`src/rtl/gsram_pkg.sv`:
```
// Shared types and sizes for the 10x10 x 16-bit grid SRAM and its reader.
package gsram_pkg;

  localparam int unsigned GRID_ROWS = 10;
  localparam int unsigned GRID_COLS = 10;
  localparam int unsigned DATA_W    = 16;
  localparam int unsigned COORD_W   = 4;
  localparam int unsigned SUM_W     = 24;

  typedef struct packed {
    logic [COORD_W-1:0] row;
    logic [COORD_W-1:0] col;
  } coord_t;

  typedef struct packed {
    logic [DATA_W-1:0]  data;
    logic [COORD_W-1:0] row;
    logic [COORD_W-1:0] col;
    logic               last;
  } beat_t;

endpackage

```
`src/rtl/gsram_skid_fifo.sv`:
```
// Two-entry FIFO of beats; entry 0 is always the head so outputs come straight from flops.
module gsram_skid_fifo
  import gsram_pkg::*;
(
  input  logic       clk,
  input  logic       rst_n,
  input  logic       push,
  input  beat_t      push_beat,
  input  logic       pop,
  output beat_t      head,
  output logic [1:0] count
);

  beat_t      e0_q, e1_q;
  logic [1:0] cnt_q;

  always_ff @(posedge clk or negedge rst_n) begin
    if (!rst_n) begin
      e0_q  <= '0;
      e1_q  <= '0;
      cnt_q <= '0;
    end else begin
      case ({push, pop})
        2'b10: begin
          if (cnt_q == 2'd0) e0_q <= push_beat;
          else               e1_q <= push_beat;
          cnt_q <= cnt_q + 2'd1;
        end
        2'b01: begin
          e0_q  <= e1_q;
          cnt_q <= cnt_q - 2'd1;
        end
        2'b11: begin
          if (cnt_q == 2'd2) begin
            e0_q <= e1_q;
            e1_q <= push_beat;
          end else begin
            e0_q <= push_beat;
          end
        end
        default: ;
      endcase
    end
  end

  assign head  = e0_q;
  assign count = cnt_q;

endmodule

```
`src/rtl/gsram_reader.sv`:
```
// Row-major sweep of the grid SRAM into a valid/ready stream with coordinates and last flag.
// Optional running sum of delivered cells under GSRAM_READER_SUM_EN.
module gsram_reader #(
  parameter int unsigned ROWS   = 10,
  parameter int unsigned COLS   = 10,
  parameter int unsigned DATA_W = 16
) (
  input  logic              clk,
  input  logic              rst_n,
  input  logic              start,
  output logic              busy,
  output logic              done,
  output logic              mem_we,
  output logic [3:0]        mem_row,
  output logic [3:0]        mem_col,
  input  logic [DATA_W-1:0] mem_rdata,
  output logic              out_valid,
  input  logic              out_ready,
  output logic [DATA_W-1:0] out_data,
  output logic [3:0]        out_row,
  output logic [3:0]        out_col,
  output logic              out_last
`ifdef GSRAM_READER_SUM_EN
  ,
  output logic [23:0]       sum
`endif
);
  import gsram_pkg::*;

  typedef enum logic [1:0] {S_IDLE, S_SCAN, S_DRAIN} state_t;

  state_t     state_q, state_d;
  coord_t     addr_q, addr_d;
  logic       inflight_q;
  coord_t     infl_coord_q;
  logic       infl_last_q;
  beat_t      head, push_beat;
  logic [1:0] count;
  logic       pop_c, done_c, room_c, at_end_c, issue_c;

  assign pop_c    = out_valid & out_ready;
  assign done_c   = pop_c & head.last;
  assign at_end_c = (addr_q.row == COORD_W'(ROWS - 1)) && (addr_q.col == COORD_W'(COLS - 1));
  // Buffered + in-flight after this edge must stay within the two FIFO slots.
  assign room_c   = (3'({1'b0, count}) + 3'(inflight_q) - 3'(pop_c)) < 3'd2;

  always_comb begin
    state_d = state_q;
    addr_d  = addr_q;
    issue_c = 1'b0;
    case (state_q)
      S_IDLE: begin
        if (start) begin
          state_d = S_SCAN;
          addr_d  = '0;
        end
      end
      S_SCAN: begin
        if (room_c) begin
          issue_c = 1'b1;
          if (at_end_c) begin
            state_d = S_DRAIN;
          end else if (addr_q.col == COORD_W'(COLS - 1)) begin
            addr_d.col = '0;
            addr_d.row = addr_q.row + COORD_W'(1);
          end else begin
            addr_d.col = addr_q.col + COORD_W'(1);
          end
        end
      end
      S_DRAIN: begin
        if (done_c) begin
          state_d = S_IDLE;
          addr_d  = '0;
        end
      end
      default: state_d = S_IDLE;
    endcase
  end

  always_ff @(posedge clk or negedge rst_n) begin
    if (!rst_n) begin
      state_q      <= S_IDLE;
      addr_q       <= '0;
      inflight_q   <= 1'b0;
      infl_coord_q <= '0;
      infl_last_q  <= 1'b0;
    end else begin
      state_q    <= state_d;
      addr_q     <= addr_d;
      inflight_q <= issue_c;
      if (issue_c) begin
        infl_coord_q <= addr_q;
        infl_last_q  <= at_end_c;
      end
    end
  end

  // Read data returns one cycle after issue, alongside its delayed coordinates.
  assign push_beat = '{data: mem_rdata, row: infl_coord_q.row, col: infl_coord_q.col,
                       last: infl_last_q};

  gsram_skid_fifo u_fifo (
    .clk       (clk),
    .rst_n     (rst_n),
    .push      (inflight_q),
    .push_beat (push_beat),
    .pop       (pop_c),
    .head      (head),
    .count     (count)
  );

  assign busy      = (state_q != S_IDLE);
  assign done      = done_c;
  assign mem_we    = 1'b0;
  assign mem_row   = addr_q.row;
  assign mem_col   = addr_q.col;
  assign out_valid = (count != 2'd0);
  assign out_data  = head.data;
  assign out_row   = head.row;
  assign out_col   = head.col;
  assign out_last  = head.last;

`ifdef GSRAM_READER_SUM_EN
  logic             accept_c;
  logic [SUM_W-1:0] sum_q;

  assign accept_c = (state_q == S_IDLE) & start;

  always_ff @(posedge clk or negedge rst_n) begin
    if (!rst_n)        sum_q <= '0;
    else if (accept_c) sum_q <= '0;
    else if (pop_c)    sum_q <= sum_q + SUM_W'(head.data);
  end

  assign sum = sum_q;
`endif

endmodule

```
`config.mk`:
```
export PLATFORM = sky130hd
export DESIGN_NAME = gsram_reader
export DESIGN_NICKNAME = d
export VERILOG_FILES = /design/src/rtl/gsram_pkg.sv /design/src/rtl/gsram_skid_fifo.sv /design/src/rtl/gsram_reader.sv
export SDC_FILE = /design/constraint.sdc
export NUM_CORES = 1
export LEC_CHECK = 0
export CORE_MARGIN = 8
export CORE_UTILIZATION = 47
export DETAILED_ROUTE_END_ITERATION = 6
export PLACE_DENSITY = 0.73
export SETUP_SLACK_MARGIN = 0.1
export SYNTH_ARGS = -nofsm -noshare
export SYNTH_HDL_FRONTEND = slang
export SYNTH_SLANG_ARGS = --single-unit
export TNS_END_PERCENT = 20
```
`constraint.sdc`:
```
create_clock -name clk -period 2.49 [get_ports clk]
set_input_delay 0.747 -clock clk [delete_from_list [all_inputs] [get_ports clk]]
set_output_delay 0.747 -clock clk [all_outputs]
set_load 0.02 [all_outputs]
```
==> results by group, run 1 <==
Outcome
  – Outcome: finished clean

Yosys
  – Area share of the largest cell type after synthesis: between 50% and 60%
  – Mapped cell area: about 3200 sq um
  – Mapped Nets: around 320
  – FFs w/ async S/R, synth: 100%
  – Largest cells by area after synthesis: dfrtp_1 (56%), mux2_2 (9.4%), nand2_1 (6.5%)
  – Seq/Total Area, Yosys: 55.8%
  – Cell accounting for the most synthesized area: dfrtp_1
  – Synth cell types: 42
  – Number of flops mapped to enable cells by yosys: 0
  – Avg Inst Size Synth: about 11 sq um
  – Commonest register cell after synthesis: dfrtp_1
  – Cell count after synthesis: 292
  – Ys Warns: 0
  – Register bit count reported by yosys: 72

Worst setup path
  – Req. time, crit path: 2730 ps
  – CP startpoint kind: primary input
  – Critical R2R Capture: mem_col[3]$_DFFE_PN0P_
  – Crit path launch: out_ready
  – R2R Setup Slk: roughly 250 ps
  – End of the critical path: mem_col[3]$_DFFE_PN0P_
  – Reg2reg start: u_fifo.count[1]$_DFFE_PN0P_
  – Crit end category: flip-flop
  – Worst-case reg-to-reg path depth: 9
  – CP max FO: 5
  – Critical path type: in -> reg
  – Critical Path AT: ~2600 ps

STA
  – Setup repair after global routing missed its margin: true
  – Setup Viol. Count Final: 0
  – Max Freq: about 0.42 GHz
  – Fin. Hold Viols: 0
  – Clock Skews: approximately 5.8 ps
  – Worst setup margin: approximately 120 ps
  – Slew Limit Fails: 0
  – Part of the cycle the worst path needs: between 90% and 100%
  – Final Critical Period: roughly 2400 ps

Drt
  – Detailed Route Iter0 Violations: 141
  – DR vias: approximately 2400
  – Final WL: around 6800 microns
  – DRC: 0
  – Vias/cell: around 5.3
  – First drt pass iteration count: 7
  – Routed WL per cell: roughly 15 microns
  – Antenna Nets Post-Route: 0

Die
  – IO Count: 57
  – Die width: 98.9 microns
  – Core area: around 6700 sq um
  – Die ar.: around 10000 sq um
  – Initial core utilization: about 48%
  – Die height: between 90 and 100 microns
  – Row cnt: 30

Finish
  – Final core utilization: around 63%
  – NumNets Final: 389
  – Area occupied by multi-input gates: roughly 1300 sq um
  – Most frequent cells in the layout: dfrtp_1 (72), nand2_1 (55), clkdlybuf4s50_1 (50)
  – Most common cell after layout, fill and taps aside: dfrtp_1
  – Number of fill cells: roughly 530
  – Synthesis-to-layout area growth: 30.7%
  – FF+latch area: approximately 1800 sq um
  – Share of cells above drive strength 1: between 20% and 30%
  – Diodes inserted: 0

CTS
  – Max clock buf depth: 2
  – Post-CTS setup buffers: 0
  – CTS Buf Count: 9
  – CTS hold repair buffers: 0
  – CTS tree: built
  – CTS sink cnt: between 70 and 80
  – CTS clk-pin slew, worst paths: around 80 ps
  – H-tree levels: 3
  – Clock Latency Late Sink: 340 ps
  – Clock root buffer master: clkbuf_8

Pwr
  – Power Density: 1430 nW/um^2
  – Net load switching power: 2.37 mW
  – Sw Ratio: roughly two fifths
  – VDD IR max: about 0.00063 V
  – Combinational Power Share: 50.3%
  – Seq pwr share: between 30% and 40%
  – Cell Int Power: ~3.7 mW
  – Clk network pwr share: 15.1%
  – Leak: approximately 1.9 nW

GRT
  – GRT Total Usage: between 10% and 20%
  – Initial antenna violation count: 0
  – Largest net degree at the start of global routing: 73
  – GR Overflow Total: 0
  – First-pass GRT wire length: 11600 microns
  – Vias in the first global route: between 2000 and 2500

Placement
  – GPL Wtd Cong: roughly 0.80
  – IO buf count: 55
  – Placement Setup Slack: -601 ps
  – HPWL after DPL: ~4600 microns

Flow run
  – Max Cap Violations: 0

Hold path
  – Hold/Removal Path Class: in -> async
metal layers:
metal / GRT usage (%) / vias up / wire, microns / share of wire, %
li1: - / 1160 / - / -
met2: 23.4 / 69 / 3210 / 47
met5: 0 / - / 0 / 0
met3: 5.07 / 8 / 508 / 7.4
met4: 6.02 / 0 / 59 / 0.86
met1: 18.0 / 1139 / 3050 / 45
area by class of cell:
cell class / instances / area share (%)
multi-input cells: 197 / 31.7
clock inverters: 7 / 1.69
inverters: 7 / 0.623
clock buffers: 9 / 2.94
flip-flops and latches: 72 / 42.7
repair buffers: 75 / 18.0
well taps: 80 / 2.37
cell families after synthesis:
family	share of synthesized area [%]
flops	55.8
compound gates	15.5
other cells	0.116
simple gates	11.2
buf+inv	3.72
fa+ha+maj	2.95
xor+xnor	1.32
mux	9.42
critical path, stage by stage:
cell and delay (ps):
clkdlybuf4s15_2 250, nand2_4 60, nor2_4 120, o21ai_2 70, fa_2 370, xnor2_2 200
nand3_2 130, o22ai_2 220, nand2_2 110, a221o_1 320
through the flow:
stage / power [mW] / cell area (sq um) / setup TNS, ps / std cells / hold slack [ps]
final: 6.04 / 4220 / 0 / 447 / 412
after global routing: 6.49 / 4220 / 0 / 447 / 435
after CTS: 6.09 / 4220 / 0 / 447 / 427
after detailed placement: 5.17 / 4020 / -20890 / 431 / 470
after global placement: 5.06 / 4020 / -18100 / 431 / 461
after floorplan: 3.97 / 3260 / -68.3 / 292 / 451
cells in the mapped netlist, drive strengths merged, types with 3 or more instances:
| library cell | n |
|---|---|
| inv | 6 |
| a22oi | 25 |
| nand2 | 57 |
| xnor2 | 3 |
| buf | 11 |
| ha | 6 |
| clkbuf | 5 |
| nand3 | 4 |
| o21ai | 36 |
| mux2 | 27 |
| dfrtp | 72 |
| nor2 | 9 |
| nor3 | 5 |
repair_timing:
action | CTS | global route
pin swaps | 0 | 0
gates resized for setup | 5 | 1
endpoints found under the setup margin | 22 | 9
sequential cells by signal (all words and copies together) (netlist names):
register,count
u_fifo.count,2
mem_col,4
inflight_q,1
mem_row,4
infl_last_q,1
state_q,2
infl_coord_q,8
u_fifo.e1_q,25
u_fifo.head,25
power by group through the flow:
stage          clock network (mW)  registers (mW)  logic, mW
6_report                    0.914            2.09       3.03
5_1_grt                     0.982            2.16       3.35
4_1_cts                     0.929            2.09       3.07
3_5_place_dp                    0            2.11       3.06
3_3_place_gp                    0            2.08       2.98
2_1_floorplan                   0            2.30       1.67
worst min-delay path by stage:
stage                                startpoint                          end  slack [ps]  cells after the start
finish                                    rst_n  u_fifo.head[12]$_DFFE_PN0P_         410                      2
global route                              rst_n  u_fifo.head[12]$_DFFE_PN0P_         430                      2
CTS                                       rst_n   u_fifo.e1_q[5]$_DFFE_PN0P_         430                      2
detailed placement  u_fifo.head[19]$_DFFE_PN0P_  u_fifo.head[19]$_DFFE_PN0P_         470                      2
global placement    u_fifo.head[19]$_DFFE_PN0P_  u_fifo.head[19]$_DFFE_PN0P_         460                      2
floorplan                                 rst_n  infl_coord_q[0]$_DFFE_PN0P_         450                      0
Note: power is estimated with default switching activity, not from simulation.
==> inputs of run 2 (changes only) <==
Settings changed: HOLD_SLACK_MARGIN from default to 0.02.
==> results of run 2 <==
Final layout, timing and power as in run 1 (identical DEF).
==> inputs of run 3 (changes only) <==
Settings changed: CORE_MARGIN 8 to 5, MAX_ROUTING_LAYER from default to met4.
==> run 3 against run 2 <==
Register-to-register slack is essentially flat. First-iteration DRC count shrank 42%. Critical path depth is the same. Global-route usage grew 2.7 points. Maximum frequency grew 0.34%. Final cell count grew 0.89%. Worst setup slack gained 8.1 ps. Combinational power grew 1%. Power grew 3.1%. Via count grew 0.17%. Routed wire length shrank 0.86%. Core utilization grew 0.65 points. Critical path type unchanged. Largest cell class unchanged. Highest routed layer unchanged.
==> results by group, run 3 (synthesis results as in run 1) <==
GRT
  – First-pass GRT wire length: roughly 12000 microns
  – GRT Total Usage: roughly 17%
  – GR Overflow Total: 0
  – Vias in the first global route: 2413
  – Largest net degree at the start of global routing: between 50 and 60
  – Initial antenna violation count: 0

Worst setup path
  – Reg2reg start: u_fifo.count[1]$_DFFE_PN0P_
  – CP max-delay cell: fa_2
  – CP startpoint kind: primary input
  – CP max FO: 4
  – Worst-case reg-to-reg path depth: 9
  – Critical R2R Capture: mem_col[3]$_DFFE_PN0P_
  – Critical Path AT: 2590 ps
  – R2R Setup Slk: approximately 260 ps
  – Critical Path, Cell by Cell: clkdlybuf4s15_2, nand2_4, nor2_4, o21ai_2, fa_2, xnor2_2, nand3_2, o22ai_4, nand2_2, a221o_1
  – Largest stage delay, worst path: around 380 ps
  – Critical path type: in -> reg
  – Req. time, crit path: 2710 ps
  – Crit end category: flip-flop

Finish
  – Most common cell after layout, fill and taps aside: dfrtp_1
  – Diodes inserted: 0
  – Number of fill cells: about 540
  – NumNets Final: approximately 400
  – Area occupied by multi-input gates: between 1000 and 1500 sq um
  – Most frequent cells in the layout: dfrtp_1 (71), nand2_1 (55), clkdlybuf4s50_1 (51)
  – Synthesis-to-layout area growth: 32.8%
  – Share of cells above drive strength 1: a little under a quarter
  – FF+latch area: ~1800 sq um

Pwr
  – Seq pwr share: between 30% and 40%
  – Net load switching power: ~2.4 mW
  – Clk network pwr share: ~17%
  – Tot Pwr: 6.22 mW
  – Power Density: between 1000 and 1500 nW/um^2
  – Combinational Power Share: between 40 and 50%
  – Sw Ratio: about two fifths
  – Cell Int Power: a little under 4 mW
  – VDD IR max: 0.000902 V
  – Leak: about 1.9 nW

CTS
  – Clock root buffer master: clkbuf_8
  – CTS hold repair buffers: 0
  – CTS clk-pin slew, worst paths: ~80 ps
  – Clock Latency Late Sink: roughly 330 ps
  – CTS tree: built
  – Max clock buf depth: 2
  – CTS sink cnt: ~70
  – CTS Buf Count: 9
  – H-tree levels: 3

Die
  – IO Count: 57
  – Initial core utilization: between 40% and 50%
  – Core area: around 6800 sq um
  – Die height: 92.9 microns
  – Row cnt: 30
  – Die width: 92.9 microns
  – Die ar.: about 8600 sq um

Drt
  – Vias/cell: 5.28
  – DR vias: ~2400
  – Detailed Route Iter0 Violations: 82
  – Antenna Nets Post-Route: 0
  – DRC: 0
  – Final WL: between 6000 and 7000 microns
  – First drt pass iteration count: 4
  – Routed WL per cell: ~15 microns

STA
  – Hold WS: 324 ps
  – Final Critical Period: 2370 ps
  – Slew Limit Fails: 0
  – Clock Skews: 4.20 ps
  – Part of the cycle the worst path needs: 95.0%
  – Setup repair after global routing missed its margin: true
  – Final setup TNS: 0 ps
  – Max Freq: about 0.42 GHz
  – Setup Viol. Count Final: 0
  – Fin. Hold Viols: 0

Hold path
  – Hold/Removal Path Class: in -> async

Placement
  – HPWL after DPL: roughly 4700 microns
  – GPL Wtd Cong: ~0.8
  – IO buf count: 55

Flow run
  – Max Cap Violations: 0

Outcome
  – Outcome: finished clean
-- run 3: critical path: cells and delay by family --
| family | cells | cell delay [ps] |
|---|---|---|
| AO/OA/AOI/OAI | 3 | 590 |
| AND/OR/NAND/NOR | 4 | 430 |
| adder cells (fa/ha/maj) | 1 | 380 |
| buffers and inverters | 1 | 240 |
| XOR/XNOR | 1 | 200 |
-- run 3: final cells by class --
class	instances	area share, %
flip-flops and latches	72	42.1
inverters	7	0.701
repair buffers	79	18.1
well taps	80	2.34
multi-input cells	197	31.4
clock buffers	11	3.53
clock inverters	5	1.84
-- run 3: worst max path at each step --
stage,startpoint,cells after the start,to
floorplan,out_ready,10,mem_col[3]$_DFFE_PN0P_
global placement,out_ready,10,mem_col[3]$_DFFE_PN0P_
detailed placement,out_ready,10,mem_col[3]$_DFFE_PN0P_
CTS,u_fifo.count[0]$_DFFE_PN0P_,3,out_valid
global route,out_ready,10,mem_col[3]$_DFFE_PN0P_
finish,out_ready,10,mem_col[3]$_DFFE_PN0P_
-- run 3: repair_timing --
item | in CTS | in global routing
resized for setup | 5 | 5
endpoints found under the setup margin | 24 | 8
buffers inserted | 1 | 0
pin swaps | 1 | 1
-- run 3: metrics by stage --
step / utilization, % / cell area, sq um / instances / worst slack [ps]
after floorplan: - / 3260 / 292 / -46.7
after global placement: 59.7 / 4030 / 434 / -506
after detailed placement: 59.7 / 4030 / 434 / -576
after CTS: 63.2 / 4270 / 451 / 72.0
after global routing: 63.4 / 4290 / 451 / 45.2
final: 63.4 / 4290 / 451 / 124
-- run 3: routing by layer --
layer | vias to the layer above | part of all wire (%) | wire length, microns | global-route usage, %
met3 | 9 | 4.7 | 321 | 3.41
met2 | 67 | 47 | 3170 | 27.0
met1 | 1131 | 47 | 3200 | 23.2
li1 | 1173 | - | - | -
met5 | - | 0 | 0 | -
met4 | 0 | 1.2 | 78 | 5.86
-- run 3: power by group through the flow --
stage | sequential [mW] | combinational (mW) | clock (mW)
final | 2.10 | 3.07 | 1.05
after global routing | 2.18 | 3.38 | 1.12
after CTS | 2.10 | 3.06 | 1.07
after detailed placement | 2.12 | 3.03 | 0
after global placement | 2.10 | 2.97 | 0
after floorplan | 2.30 | 1.67 | 0
